$ cat config.mk
export PLATFORM = sky130hd
export DESIGN_NAME = if_fetch_unit_flat
export DESIGN_NICKNAME = d
export VERILOG_FILES = /design/src/rtl/if_fetch_unit_pkg.sv /design/src/rtl/if_fetch_unit_if.sv /design/src/rtl/if_fetch_unit.sv /design/src/flat_wrapper.sv
export SDC_FILE = /design/constraint.sdc
export NUM_CORES = 1
export LEC_CHECK = 0
export BUFFER_PORTS_ARGS = -buffer_cell sky130_fd_sc_hd__buf_2
export CAP_MARGIN = 25
export CORE_ASPECT_RATIO = 0.5
export CORE_MARGIN = 2
export CORE_UTILIZATION = 40
export DETAILED_ROUTE_END_ITERATION = 10
export MAX_ROUTING_LAYER = met4
export PLACE_DENSITY = 0.68
export SLEW_MARGIN = 20
export SYNTH_ARGS = -nofsm -noshare
export SYNTH_HDL_FRONTEND = slang
export SYNTH_SLANG_ARGS = --single-unit
$ cat constraint.sdc
create_clock -name CLK -period 2.3 [get_ports CLK]
set_clock_uncertainty 0.15 [all_clocks]
set_input_delay 0.23 -clock CLK [delete_from_list [all_inputs] [get_ports CLK]]
set_output_delay 0.23 -clock CLK [all_outputs]
set_load 0.02 [all_outputs]
$ cat src/rtl/if_fetch_unit_pkg.sv
// Shared definitions for the instruction-fetch stage: state encodings,
// default constants and the word-alignment helper.
package if_fetch_unit_pkg;

    typedef logic [31:0] word_t;

    // FSM encodings, kept numerically identical to the legacy header values
    localparam logic [1:0] S_IDLE  = 2'd0;
    localparam logic [1:0] S_FETCH = 2'd1;
    localparam logic [1:0] S_HOLD  = 2'd2;
    localparam logic [1:0] S_DRAIN = 2'd3;

    localparam word_t RESET_PC_DEF  = 32'h0000_0000;
    localparam word_t NOP_INSTR_DEF = 32'h0000_0013;   // addi x0,x0,0

    // Redirect targets are word addresses; the low two bits are dropped
    function automatic word_t word_align(input word_t a);
        return {a[31:2], 2'b00};
    endfunction

endpackage

$ cat src/rtl/if_fetch_unit_if.sv
// Bundle of the IF stage's control, instruction-memory and IF/ID signals.
// master = fetch unit, slave = surrounding pipeline / memory.
interface if_fetch_unit_if;
    import if_fetch_unit_pkg::*;

    logic  BUBBLE;
    logic  BRANCH_TAKEN;
    word_t BRANCH_TARGET;
    word_t IMEM_READDATA;
    logic  IMEM_BUSYWAIT;
    logic  IMEM_READ;
    word_t IMEM_ADDR;
    word_t INSTRUCTION;
    word_t PC;
    word_t PC_PLUS_4;

    modport master (
        input  BUBBLE, BRANCH_TAKEN, BRANCH_TARGET, IMEM_READDATA, IMEM_BUSYWAIT,
        output IMEM_READ, IMEM_ADDR, INSTRUCTION, PC, PC_PLUS_4
    );

    modport slave (
        output BUBBLE, BRANCH_TAKEN, BRANCH_TARGET, IMEM_READDATA, IMEM_BUSYWAIT,
        input  IMEM_READ, IMEM_ADDR, INSTRUCTION, PC, PC_PLUS_4
    );

endinterface

$ cat src/rtl/if_fetch_unit.sv
// Instruction-fetch stage: owns the PC, reads instruction memory, holds the
// fetched word for IF/ID, honours stalls and squashes wrong-path fetches.
module if_fetch_unit
    import if_fetch_unit_pkg::*;
#(
    parameter word_t RESET_PC  = RESET_PC_DEF,
    parameter word_t NOP_INSTR = NOP_INSTR_DEF
) (
    input  logic CLK,
    input  logic RESET,
    if_fetch_unit_if.master bus
);

    logic [1:0] state_q, state_d;
    word_t      pc_q, pc_d;
    word_t      req_addr_q, req_addr_d;
    word_t      instr_buf_q, instr_buf_d;
    word_t      target;

    assign target = word_align(bus.BRANCH_TARGET);

    // Next-state / next-PC selection; redirect outranks stall outranks normal flow
    always_comb begin
        state_d     = state_q;
        pc_d        = pc_q;
        req_addr_d  = req_addr_q;
        instr_buf_d = instr_buf_q;
        if (bus.BRANCH_TAKEN)
            pc_d = target;
        case (state_q)
            S_IDLE: begin
                req_addr_d = pc_d;
                state_d    = S_FETCH;
            end
            S_FETCH: begin
                if (bus.BRANCH_TAKEN) begin
                    // An in-flight address must not move: wait it out in DRAIN
                    if (bus.IMEM_BUSYWAIT) begin
                        state_d = S_DRAIN;
                    end else begin
                        instr_buf_d = NOP_INSTR;
                        req_addr_d  = target;
                    end
                end else if (!bus.IMEM_BUSYWAIT) begin
                    instr_buf_d = bus.IMEM_READDATA;
                    state_d     = S_HOLD;
                end
            end
            S_HOLD: begin
                if (bus.BRANCH_TAKEN) begin
                    instr_buf_d = NOP_INSTR;
                    req_addr_d  = target;
                    state_d     = S_FETCH;
                end else if (!bus.BUBBLE) begin
                    pc_d       = pc_q + 32'd4;
                    req_addr_d = pc_q + 32'd4;
                    state_d    = S_FETCH;
                end
            end
            default: begin // S_DRAIN: discard the wrong-path word, refetch from latest PC
                if (!bus.IMEM_BUSYWAIT) begin
                    req_addr_d = pc_d;
                    state_d    = S_FETCH;
                end
            end
        endcase
    end

    // State registers with synchronous reset; reset drops any pending access
    always_ff @(posedge CLK) begin
        if (RESET) begin
            state_q     <= S_IDLE;
            pc_q        <= RESET_PC;
            req_addr_q  <= RESET_PC;
            instr_buf_q <= NOP_INSTR;
        end else begin
            state_q     <= state_d;
            pc_q        <= pc_d;
            req_addr_q  <= req_addr_d;
            instr_buf_q <= instr_buf_d;
        end
    end

    // Outputs decode registers only, so no input-to-output combinational path
    always_comb begin
        bus.IMEM_READ   = (state_q == S_FETCH) || (state_q == S_DRAIN);
        bus.IMEM_ADDR   = req_addr_q;
        bus.INSTRUCTION = (state_q == S_HOLD) ? instr_buf_q : NOP_INSTR;
        bus.PC          = pc_q;
        bus.PC_PLUS_4   = pc_q + 32'd4;
    end

endmodule

$ cat src/flat_wrapper.sv
// flat-port wrapper written by rule: the top's interface ports become plain ports
module if_fetch_unit_flat import if_fetch_unit_pkg::*;
#(
    parameter word_t RESET_PC  = RESET_PC_DEF,
    parameter word_t NOP_INSTR = NOP_INSTR_DEF
)
  (CLK, RESET, bus_BUBBLE, bus_BRANCH_TAKEN, bus_BRANCH_TARGET, bus_IMEM_READDATA, bus_IMEM_BUSYWAIT, bus_IMEM_READ, bus_IMEM_ADDR, bus_INSTRUCTION, bus_PC, bus_PC_PLUS_4);
  if_fetch_unit_if bus_i ();
  input  logic CLK;
  input  logic RESET;
  input wire logic [$bits(bus_i.BUBBLE)-1:0] bus_BUBBLE;
  input wire logic [$bits(bus_i.BRANCH_TAKEN)-1:0] bus_BRANCH_TAKEN;
  input wire logic [$bits(bus_i.BRANCH_TARGET)-1:0] bus_BRANCH_TARGET;
  input wire logic [$bits(bus_i.IMEM_READDATA)-1:0] bus_IMEM_READDATA;
  input wire logic [$bits(bus_i.IMEM_BUSYWAIT)-1:0] bus_IMEM_BUSYWAIT;
  output wire logic [$bits(bus_i.IMEM_READ)-1:0] bus_IMEM_READ;
  output wire logic [$bits(bus_i.IMEM_ADDR)-1:0] bus_IMEM_ADDR;
  output wire logic [$bits(bus_i.INSTRUCTION)-1:0] bus_INSTRUCTION;
  output wire logic [$bits(bus_i.PC)-1:0] bus_PC;
  output wire logic [$bits(bus_i.PC_PLUS_4)-1:0] bus_PC_PLUS_4;
  assign bus_i.BUBBLE = bus_BUBBLE;
  assign bus_i.BRANCH_TAKEN = bus_BRANCH_TAKEN;
  assign bus_i.BRANCH_TARGET = bus_BRANCH_TARGET;
  assign bus_i.IMEM_READDATA = bus_IMEM_READDATA;
  assign bus_i.IMEM_BUSYWAIT = bus_IMEM_BUSYWAIT;
  assign bus_IMEM_READ = bus_i.IMEM_READ;
  assign bus_IMEM_ADDR = bus_i.IMEM_ADDR;
  assign bus_INSTRUCTION = bus_i.INSTRUCTION;
  assign bus_PC = bus_i.PC;
  assign bus_PC_PLUS_4 = bus_i.PC_PLUS_4;
  if_fetch_unit #(.RESET_PC(RESET_PC), .NOP_INSTR(NOP_INSTR)) u_core (.CLK(CLK), .RESET(RESET), .bus(bus_i));
endmodule
# --- Word level (Yosys, flattened, before mapping) ---
# Index checks and enable logic that the tools add are counted.
totals:
  ff_bits: 98
  in_bits: 69
  output_inout_bits: 129
classes:
  n_addsub: 1
  eq_ne: 11
  n_mux: 23
  reduce_logical: 6
ops:
  columns: ["operator", "n"]
  rows:
  - ["$mux 32", 14]
  - ["$pmux 32 s3", 1]
  - ["$pmux 32 s2", 1]
  - ["$add 32x3->32 const B", 1]
  - ["$mux 2", 6]
  - ["$ne 3x3->1 const B", 3]
  - ["$reduce_and 4->1", 2]
  - ["$ne 2x2->1 const B", 3]
  - ["$pmux 2 s3", 1]
  - ["$eq 2x2->1 const B", 2]
  - ["$ne 4x1->1 const B", 1]
  - ["$ne 3x1->1 const B", 1]
  - ["$reduce_and 3->1", 1]
  - ["$eq 2x1->1 const B", 1]
  - ["$logic_not 2->1", 1]
  - ["$reduce_bool 2->1", 1]
  - ["$logic_or 1x1->1", 1]

# --- Logic depth before layout (Yosys ltp) ---
logic_depth:
  word_depth: 4
  depth_mapped: 10
  depth_no_buf: 7

# --- Worst setup path after synthesis ---
# Ideal clock, no wire load.
synth_timing:
  kind: "register to register"
  start: "register u_core.state_q[0]"
  end: "register u_core.req_addr_q[23] (netlist: u_core.bus.IMEM_ADDR[23])"
  t_arrival_ps: 2197
  required_ps: 2030
  slack_ps: -167
  stages_incl_launch_ff: 10
  path_buffers: 2
  synth_period_minus_slack_ps: 2467
  cell_sequence: "dfxtp_1 inv_1 ha_1 buf_2 nor2b_1 buf_2 a221oi_2 nor2_2 a221o_1 o31a_1"
synth_via:
  elab_chain_len: 3
  elab_cells_between_ends: 9
  cone_classes: "eq/ne (6); mux (1); reduce/logical (2)"
synth_rtl:
  columns: ["element", "line", "source"]
  rows:
  - ["from (decl)", "if_fetch_unit.sv:14", "logic [1:0] state_q, state_d;"]
  - ["from (signal assigned)", "if_fetch_unit.sv:77", "state_q <= state_d;"]
  - ["$eq 2x2->1 (tied with other cells)", "if_fetch_unit.sv:30", "case (state_q)"]
  - ["$ne 3x1->1 (no line) (tied with other cells)", null, null]
  - ["$reduce_and 4->1 (no line)", null, null]
  - ["to (signal assigned)", "if_fetch_unit.sv:79", "req_addr_q <= req_addr_d;"]
  - ["to (decl)", "if_fetch_unit.sv:16", "word_t req_addr_q, req_addr_d;"]
# Several ways; a longest one is shown, not always the timed one.
# A chain may end at the register's enable or synchronous reset.

# --- Worst setup path in the final report ---
layout_timing:
  start: "register u_core.pc_q[2] (netlist: u_core.bus.PC[2])"
  end: "output port bus_PC_PLUS_4[30]"
layout_via:
  elab_chain_len: 1
layout_rtl:
  columns: ["element", "line", "source"]
  rows:
  - ["from (decl)", "if_fetch_unit.sv:15", "word_t pc_q, pc_d;"]
  - ["from (signal assigned)", "if_fetch_unit.sv:78", "pc_q <= pc_d;"]
  - ["$add 32x3->32", "if_fetch_unit.sv:90", "bus.PC_PLUS_4 = pc_q + 32'd4;"]
  - ["to (decl)", "flat_wrapper.sv:20", "output wire logic [$bits(bus_i.PC_PLUS_4)-1:0] bus_PC_PLUS_4;"]
# Every way passes these cells.

==> reports/metrics.yaml <==
outcome:
  outcome: "complete, but fails checks"
  failed_checks: "setup timing"
placement:
  place_ws_ps: -19.5
  place_congestion: 0.930
  hpwl_um: 15400
  numPortBuffers: 195
sta:
  worst_slack_ps: -128
  setup_violations: 7
  tightest_slew_ps: 535
  whs_ps: 6.79
  finalCritPeriodShare: 1.06
  drv_slew: 0
  final_hold_viol_count: 0
  rsz0062_at_grt: "yes"
  min_period_ps: 2430
  max_freq_ghz: 0.412
  relSlewSlack: 0.643
synth:
  ys_types: 65
  synth_area_mm2: 0.00585
  synth_area_per_cell_um2: 7.77
  async_flop_share: 0
  synth_edf_count: 0
  ys_ff_latch: 98
  yosysSeqAreaShare: 0.335
  yosys_warnings: 0
  synth_top_flop_cell: "dfxtp_1"
  postSynthCellCount: 753
  syn-num-nets: 827
cells_and_area:
  final_nets: 1108
  multi_input_area_mm2: 0.00396
  n_fill_cell: 1218
  area_growth_pct: 52.0
  seqCellArea_mm2: 0.00200
  antenna_cells: 0
  drive_gt1_frac: 0.427
  final_util: 0.618
  mostFrequentLayoutCell: "buf_2"
  final_cell_mix: "buf_2, buf_4, nor2_1, dfxtp_1, nand2_1"
clock_tree:
  ctsLongestPathBuffers: 2
  cts.clk_slew.worst_paths_ps: 80
  cts_buffers: 9
  h-tree-depth: 3
  clk_latency_ps: 350
  cts_tree: "yes"
  clock-root-buffer: "clkbuf_16"
  cts.sinks: 98
route:
  drt_first_pass_iters: 5
  topRoutingLayerUsed: "met4"
  routed_wirelength_um: 22700
  met2_length_um: 10800
  vias: 7191
  drt-met1-wl_um: 9440
  met3_length_um: 1940
  wl_per_cell_um: 18.4
  remaining_drc_errors: 0
  vias_per_cell: 5.81
  drt-initial-drc-count: 617
  ant_nets: 0
critical_path:
  worstPathCellList: "ha_4 > and4_4 > buf_6 > nand4_1 > o31a_1 > or2_4 > buf_6"
  critPathKind: "flop to output port"
  path_max_fanout: 3
  crit_family: "simple AND/OR/NAND/NOR gates"
  start_kind: "flop"
  critPathMostFrequentCell: "buf_6"
  path_buf_inv: 2
  arrival_ps: 2050
  cpPeakStageDelay_ps: 350
  crit_path_end_kind: "output port"
  crit_required_ps: 1920
  cp_slowest_cell: "dfxtp_2"
floorplanning:
  coreArea_mm2: 0.0144
  fp.dieH_um: 89.5
  start_util: 0.407
  die_w_um: 175
  dieArea_mm2: 0.0157
  io_pins: 198
  row_count: 31
global_routing:
  grt_max_degree: 39
  grt_pass1_vias: 6622
  gr-usage-all-layers: 0.283
  grt-ovfl-total: 0
  grt_pass1_wl_um: 33900
  antenna_found_initial: 0
job:
  maxCapViolations: 0
power:
  leakage_nw: 3.98
  ir_drop_mv: 0.413
  p_per_area_mw_per_mm2: 651
min_path:
  hp-class: "primary input to flop"
kinds of logic after synthesis:
| kind of cell | after synthesis | synth area share |
|---|---|---|
| flip-flops | 98 | 0.335 |
| adder cells (fa/ha/maj) | 5 | 0.0107 |
| AND/OR/NAND/NOR | 318 | 0.282 |
| multiplexers | 13 | 0.0242 |
| buffers and inverters | 93 | 0.0669 |
| XOR/XNOR | 22 | 0.0329 |
| AO/OA/AOI/OAI | 204 | 0.248 |
power breakdown:
| group | internal, W | switching, W | leakage [nW] | total [W] |
|---|---|---|---|---|
| sequential | 0.00190 | 0.000134 | 0.814 | 0.00203 |
| clock | 0.000793 | 0.000766 | 0.147 | 0.00156 |
| combinational | 0.000886 | 0.00132 | 3.02 | 0.00220 |
| total | 0.00358 | 0.00222 | 3.98 | 0.00579 |
flip-flops by register name (all words and copies together) (netlist names):
name and count:
u_core.state_q 2, u_core.bus.PC 32, u_core.bus.IMEM_ADDR 32, u_core.instr_buf_q 32
layer usage:
metal / global-route usage / up-vias
li1: - / 3325
met3: 0.0459 / 52
met1: 0.355 / 3456
met2: 0.475 / 358
met4: 0.0856 / 0
met5: - / -
worst min-delay path, stage by stage:
cell and delay, ps:
buf_2 80, a22oi_1 70, nor2_1 90
cell type report:
| cell class | count | area share |
|---|---|---|
| clock buffers | 10 | 0.0269 |
| multi-input cells | 562 | 0.445 |
| clock inverters | 6 | 0.00647 |
| inverters | 20 | 0.00844 |
| flip-flops and latches | 98 | 0.225 |
| repair buffers | 343 | 0.260 |
| well taps | 198 | 0.0279 |
final timing paths:
check | start | to | slack, ps | cells past startpoint
max reg2reg | u_core.state_q[1] | u_core.bus.IMEM_ADDR[19] | 90 | 10
min reg2reg | u_core.bus.IMEM_ADDR[6] | u_core.bus.IMEM_ADDR[6] | 310 | 2
min | bus_IMEM_READDATA[10] | u_core.instr_buf_q[10] | 7 | 3
max | u_core.bus.PC[2] | bus_PC_PLUS_4[30] | -130 | 7
synthesized netlist by cell type, types with 3 or more instances:
master | count | area share
ha_1 | 5 | 0.011
a21o_1 | 3 | 0.0038
a21boi_0 | 3 | 0.0038
or3_1 | 4 | 0.0043
and3_1 | 10 | 0.011
a31oi_1 | 15 | 0.016
mux2i_1 | 4 | 0.0068
nor3b_1 | 4 | 0.0051
o31ai_1 | 4 | 0.0051
buf_2 | 15 | 0.013
xor2_1 | 10 | 0.015
nor4_1 | 15 | 0.016
o21ai_0 | 26 | 0.022
a221oi_1 | 12 | 0.018
and2_1 | 40 | 0.043
o2111a_1 | 3 | 0.0058
a2111oi_0 | 12 | 0.018
o311ai_0 | 4 | 0.0060
nor2_1 | 91 | 0.058
mux2_2 | 9 | 0.017
a22oi_1 | 30 | 0.038
inv_1 | 18 | 0.012
o31a_1 | 10 | 0.015
xnor2_1 | 12 | 0.018
o211ai_1 | 6 | 0.0077
nand4_1 | 10 | 0.011
o22ai_1 | 4 | 0.0043
and4_1 | 11 | 0.016
or2_2 | 11 | 0.012
buf_4 | 4 | 0.0051
nor3_1 | 22 | 0.019
nand2b_1 | 7 | 0.0075
a221o_1 | 3 | 0.0051
nor2b_1 | 4 | 0.0043
nand3_1 | 21 | 0.018
a211oi_1 | 12 | 0.015
clkbuf_1 | 52 | 0.033
a21oi_1 | 38 | 0.032
or4_1 | 5 | 0.0064
nand2_1 | 54 | 0.035
dfxtp_1 | 98 | 0.34
metrics by stage:
stage	cells	area [um^2]	total power (W)	setup TNS, ps
detailed placement	1163	7490	0.00401	-19.5
global route	1237	8890	0.00605	-1020
floorplan	753	5890	0.00325	-50.3
global placement	1163	7490	0.00397	0
CTS	1225	8500	0.00564	-318
finish	1237	8890	0.00579	-373
timing repair:
item,in CTS,in global routing
hold buffers,32,0
pin swaps,17,29
setup buffers,14,12
gates resized for setup,100,72
endpoints found under the hold margin,32,0
endpoints found under the setup margin,20,69
(Power assumes the default switching activity.)
